<file path="src/rtl/t03_pc_ctrl.sv">
// Program counter with trap/mret redirection, alignment checking, saved EPC
// and a circular return-address stack for call/return prediction.
module t03_pc_ctrl #(
  parameter int              XLEN         = 32,
  parameter logic [XLEN-1:0] BASE_ADDRESS = '0,
  parameter logic [XLEN-1:0] RESET_VECTOR = '0,
  parameter logic [XLEN-1:0] TRAP_VECTOR  = XLEN'(32'h0000_0100),
  parameter int              RAS_DEPTH    = 4
) (
  input  logic            clk,
  input  logic            rst,
  input  logic            freeze_pc,
  input  logic [1:0]      control,
  input  logic [XLEN-1:0] offset,
  input  logic [XLEN-1:0] alu_result,
  input  logic            is_call,
  input  logic            is_return,
  input  logic            trap_req,
  input  logic            mret,
  output logic [XLEN-1:0] current_pc,
  output logic [XLEN-1:0] to_memory,
  output logic [XLEN-1:0] epc,
  output logic            in_handler,
  output logic            misaligned,
  output logic            fault,
  output logic            ras_valid,
  output logic [XLEN-1:0] ras_top
);
  localparam int PW = $clog2(RAS_DEPTH);
  localparam int CW = PW + 1;

  typedef enum logic {RUN = 1'b0, HANDLER = 1'b1} state_e;

  state_e            state_q, state_d;
  logic [XLEN-1:0]   pc_q, pc_d, epc_q, epc_d;
  logic              fault_q, fault_d;
  logic [XLEN-1:0]   ras_q [RAS_DEPTH];
  logic [XLEN-1:0]   ras_d [RAS_DEPTH];
  logic [PW-1:0]     ptr_q, ptr_d, ptr_m1;
  logic [CW-1:0]     cnt_q, cnt_d;
  logic [XLEN-1:0]   seq, tgt, next_pc;
  logic              mis, hnd, redirect;

  always_ff @(posedge clk or negedge rst) begin
    if (!rst) begin
      state_q <= RUN;
      pc_q    <= RESET_VECTOR;
      epc_q   <= '0;
      fault_q <= 1'b0;
      ptr_q   <= '0;
      cnt_q   <= '0;
      for (int i = 0; i < RAS_DEPTH; i++) ras_q[i] <= '0;
    end else begin
      state_q <= state_d;
      pc_q    <= pc_d;
      epc_q   <= epc_d;
      fault_q <= fault_d;
      ptr_q   <= ptr_d;
      cnt_q   <= cnt_d;
      ras_q   <= ras_d;
    end
  end

  always_comb begin
    state_d = state_q;
    if (!freeze_pc) begin
      case (state_q)
        RUN:     if (trap_req || mis) state_d = HANDLER;
        HANDLER: if (mret && !trap_req) state_d = RUN;
        default: state_d = RUN;
      endcase
    end
  end

  always_comb begin
    hnd = (state_q == HANDLER);
    seq = pc_q + XLEN'(4);
    case (control)
      2'b00:   tgt = seq;
      2'b10:   tgt = pc_q + offset;
      default: tgt = alu_result;
    endcase
    mis      = |tgt[1:0];
    redirect = trap_req || mis;
    // Inside the handler a misaligned target is not re-trapped; it is forced aligned.
    if (trap_req || (mis && !hnd)) next_pc = TRAP_VECTOR;
    else if (hnd && mret)          next_pc = epc_q;
    else if (mis)                  next_pc = {tgt[XLEN-1:2], 2'b00};
    else                           next_pc = tgt;
    pc_d    = freeze_pc ? pc_q : next_pc;
    epc_d   = (!freeze_pc && !hnd && redirect) ? pc_q : epc_q;
    fault_d = fault_q | (!freeze_pc && hnd && redirect);
  end

  always_comb begin
    ras_d  = ras_q;
    ptr_d  = ptr_q;
    cnt_d  = cnt_q;
    ptr_m1 = ptr_q - PW'(1);
    if (!freeze_pc && !redirect) begin
      if (is_call && is_return && cnt_q != '0) begin
        ras_d[ptr_m1] = seq;
      end else if (is_call) begin
        ras_d[ptr_q] = seq;
        ptr_d = ptr_q + PW'(1);
        if (cnt_q != CW'(RAS_DEPTH)) cnt_d = cnt_q + CW'(1);
      end else if (is_return && cnt_q != '0) begin
        ptr_d = ptr_m1;
        cnt_d = cnt_q - CW'(1);
      end
    end
  end

  always_comb begin
    current_pc = pc_q;
    to_memory  = pc_d + BASE_ADDRESS;
    epc        = epc_q;
    in_handler = hnd;
    misaligned = mis;
    fault      = fault_q;
    ras_valid  = (cnt_q != '0);
    ras_top    = ras_valid ? ras_q[ptr_m1] : '0;
  end
endmodule
</file>
<file path="config.mk">
export PLATFORM = sky130hd
export DESIGN_NAME = t03_pc_ctrl
export DESIGN_NICKNAME = d
export VERILOG_FILES = /design/src/rtl/t03_pc_ctrl.sv
export SDC_FILE = /design/constraint.sdc
export NUM_CORES = 1
export LEC_CHECK = 0
export ABC_AREA = 1
export BUFFER_PORTS_ARGS = -buffer_cell sky130_fd_sc_hd__buf_2
export CAP_MARGIN = 20
export CORE_MARGIN = 5
export CORE_UTILIZATION = 55
export DETAILED_ROUTE_END_ITERATION = 16
export PLACE_DENSITY = 0.79
export SLEW_MARGIN = 15
export SYNTH_ARGS = -nofsm -noshare
export SYNTH_HDL_FRONTEND = slang
export SYNTH_SLANG_ARGS = --single-unit
</file>
<file path="constraint.sdc">
create_clock -name clk -period 5.3 [get_ports clk]
set_clock_uncertainty 0.15 [all_clocks]
set_input_delay 0.265 -clock clk [delete_from_list [all_inputs] [get_ports clk]]
set_output_delay 0.265 -clock clk [all_outputs]
set_load 0.03 [all_outputs]
</file>
==> out/summary.log <==
qor: floorplanning.design.die.area 0.02635 sq mm
qor: sta.finalCriticalPeriod 3.766 ns
qor: critical_path.timing.critical_path.cells inv_1 > buf_4 > ha_1 > buf_4 > inv_1 > buf_4 > a21oi_1 > o21ai_0 > a21oi_1 > buf_2
qor: sta.worst_slew_margin 0.2721
qor: grt.first_global_vias 12839
qor: critical_path.r2r_cells 13
qor: cts.insertion_delay_of_the_later_clocked_pin_in_the_worst_skew_pair 0.44 ns
qor: drt.first_pass_iters 6
qor: drt.drt_first_iter_violations 1346
qor: power.power_leakage 7.851 nW
qor: critical_path.timing.critical_path.from_type flop
qor: min_path.min_path_cells 5
qor: synth.syn-instance-count 1935
qor: floorplanning.num_io_pins 205
qor: critical_path.timing.setup.critical_path_class reg -> out
qor: sta.rsz0062_at_grt false
qor: drt.drc_errors 0
qor: floorplanning.die-height 162.3 um
qor: synth.synth_cell_type_count 38
qor: place.finalWeightedCongestion 0.9872
qor: drt.detail_route.vias_per_cell 5.523
qor: synth.synth-seq-cells 199
qor: sta.highest_clock_rate 265.5 MHz
qor: critical_path.cp_slowest_cell buf_4
qor: power.pwr_density_cell 472.6 mW/mm^2
qor: floorplanning.initial_core_utilization 0.5603
qor: cts.cts_tree done
qor: sta.final_hold_viol_count 0
qor: outcome.status finished clean
qor: drt.route.final.wire_length 42590 um
qor: power.worst_ir_drop_vdd 261.5 uV
qor: cts.post_cts_buffers 0
qor: grt.grt_first_pass_wirelength 68300 um
qor: flow_run.timing.max_cap.violations 0
qor: final_layout.layout.core_utilization 0.6384
qor: critical_path.r2r-start current_pc[0]
qor: drt.routed-via-count 13359
qor: grt.grt_antenna_before_repair 0
qor: sta.postLayoutSetupSlackWorst 1.534 ns
qor: drt.post_dr_wirelength_cell 17.60 um
qor: cts.clkSlewWorstSetupHoldPaths 0.08 ns
qor: sta.report.final.setup_viol 0
qor: place.dp.final_hpwl 31830 um
qor: critical_path.max_stage_delay 0.49 ns
qor: critical_path.endpoint_class_of_the_critical_path output port
qor: cts.clock_path_buffers 2
qor: place.placement.io_buffers 204
qor: critical_path.r2r_setup_slack 2.00 ns
qor: floorplanning.fp.dieW 162.3 um
qor: synth.mappedNetlistNets 2046
qor: place.placement.setup.worst_slack 1.542 ns
qor: grt.grt_usage 0.3250
qor: drt.detail-route-antenna-nets 0
qor: cts.ctsHtreeMaxLevel 4
qor: grt.grt_overflow_total 0
qor: synth.synthesis.area 0.01276 sq mm
qor: min_path.hold_path_startpoint alu_result[5]
qor: floorplanning.fp-row-count 55
qor: cts.cts-buffers-inserted 17
qor: min_path.hp-class in -> reg
qor: grt.grt_max_degree 90
qor: cts.clock_sinks 199
qor: synth.synthesis.area_per_instance 6.595 sq um
qor: synth.yosysSeqAreaShare 0.3902
qor: synth.ys.warnings.count 0
qor: final_layout.antennaDiodeCount 0
qor: floorplanning.coreArea 0.02278 sq mm
qor: final_layout.synthesis_to_layout_area_growth 13.94%
qor: critical_path.timing.critical_path.required 4.89 ns
qor: sta.setup-tns-final 0 ns
qor: final_layout.fin_nets 2204
qor: sta.tightestPinTransition 1.088 ns
qor: final_layout.fraction_of_layout_cells_with_a_size_suffix_above_1 0.1315
qor: min_path.min_delay_worst_endpoint current_pc[5]
qor: critical_path.reg2reg_to ras_q[72]
qor: sta.final_min_period_over_clock_period 0.7106
qor: critical_path.crit_top_cell buf_4
qor: critical_path.crit_path_arrival_time 3.35 ns
qor: critical_path.timing.critical_path.fanout_max 66
qor: cts.clock-root-buffer clkbuf_16
qor: sta.timing.final.max_slew_violations 0
==> layer usage <==
layer	up-vias	share of wire	GRT usage	routed length, um
met5	-	0	0	0
met4	0	0.023	0.09419	984
met3	79	0.070	0.03822	2990
met2	606	0.47	0.5307	19830
met1	6241	0.44	0.4592	18780
li1	6433	-	-	-
==> state kept, by name (all words and copies together), names as in the netlist <==
register    cells
ras_q         128
in_handler      1
cnt_q           3
ptr_q           2
fault           1
epc            32
current_pc     32
==> metrics by stage <==
step                      hold slack, ns  area [sq um]  power (mW)  instances
after CTS                        0.03628         14520       6.855       2418
after floorplan                  -0.1806         12760       4.470       1935
after detailed placement          0.2210         13920       5.524       2385
after global placement            0.2173         13890       5.454       2384
after global routing             0.07304         14540       7.322       2419
final                            0.04651         14540       6.872       2419
==> placed cells by master, fill, tap and decap left out, types with 9 or more instances in the layout <==
master	instances
nand3b_1	10
inv_1	215
nor2_1	246
ha_1	36
clkbuf_16	17
nor3_1	15
nand3_1	104
xor2_1	9
buf_4	10
a21oi_1	70
nand4_1	16
o21ai_0	191
nand2_1	644
dfrtp_1	198
o21ai_1	55
buf_2	203
==> timing repair <==
action | in CTS | in global routing
endpoints found under the hold margin | 87 | 0
gates resized for setup | 0 | 0
hold buffers | 1 | 0
==> how the worst max path moves through the flow <==
stage	startpoint	slack [ns]	to	cells after the start
floorplan	current_pc[0]	2.34	to_memory[3]	10
global placement	control[0]	1.74	to_memory[8]	11
detailed placement	control[0]	1.54	to_memory[8]	11
CTS	current_pc[0]	1.34	to_memory[8]	11
global route	ptr_q[0]	1.27	ras_top[18]	10
finish	ptr_q[0]	1.53	ras_top[20]	10
==> cell usage after synthesis, drive strengths merged <==
master | count | area share
a21oi | 70 | 0.027
a31o | 1 | 0.00069
clkbuf | 51 | 0.015
o22ai | 4 | 0.0020
clkinv | 1 | 0.00039
or2 | 7 | 0.0034
o21ai | 246 | 0.096
nand3b | 10 | 0.0059
nor3 | 15 | 0.0059
nand3 | 107 | 0.043
a22oi | 2 | 0.0012
nor2 | 248 | 0.074
nor4 | 1 | 0.0017
and2 | 3 | 0.0015
xor2 | 9 | 0.0062
o221ai | 1 | 0.0021
inv | 221 | 0.065
nand4 | 16 | 0.0078
ha | 36 | 0.035
fa | 2 | 0.0031
buf | 27 | 0.015
a21o | 1 | 0.00059
dfrtp | 199 | 0.39
xnor2 | 3 | 0.0021
nand2 | 651 | 0.19
o21bai | 2 | 0.0012
nor3b | 1 | 0.00059
==> critical path, delay by kind of cell, from the launching register on <==
family	cells	cell delay, ns
AOI/OAI and AO/OA	3	0.51
adders and majority gates	1	0.43
DFF	1	0.40
buffers and inverters	6	1.54
==> layout make-up <==
class | instances | area (sq um)
multi-input combinational | 1436 | 6576
fill | 2180 | 8237
inverter | 222 | 837.1
clock buffer | 18 | 429.2
tap | 313 | 391.6
timing repair buffer | 217 | 1162
clock inverter | 14 | 163.9
sequential | 199 | 4981
==> cells by family (layout without fill, tap and decap cells) <==
group	count (synthesis)	after routing	share of synthesized area
simple gates	1059	1059	0.3363
compound gates	327	327	0.1316
buf+inv	300	471	0.09529
flops	199	199	0.3902
fa+ha+maj	38	38	0.03843
xor+xnor	12	12	0.008236
==> power breakdown <==
part           total [mW]  switching, mW  internal, mW
Combinational        3.37           2.40         0.974
Sequential           2.16          0.294          1.87
Clock                1.34          0.664         0.673
(Power assumes the default switching activity.)
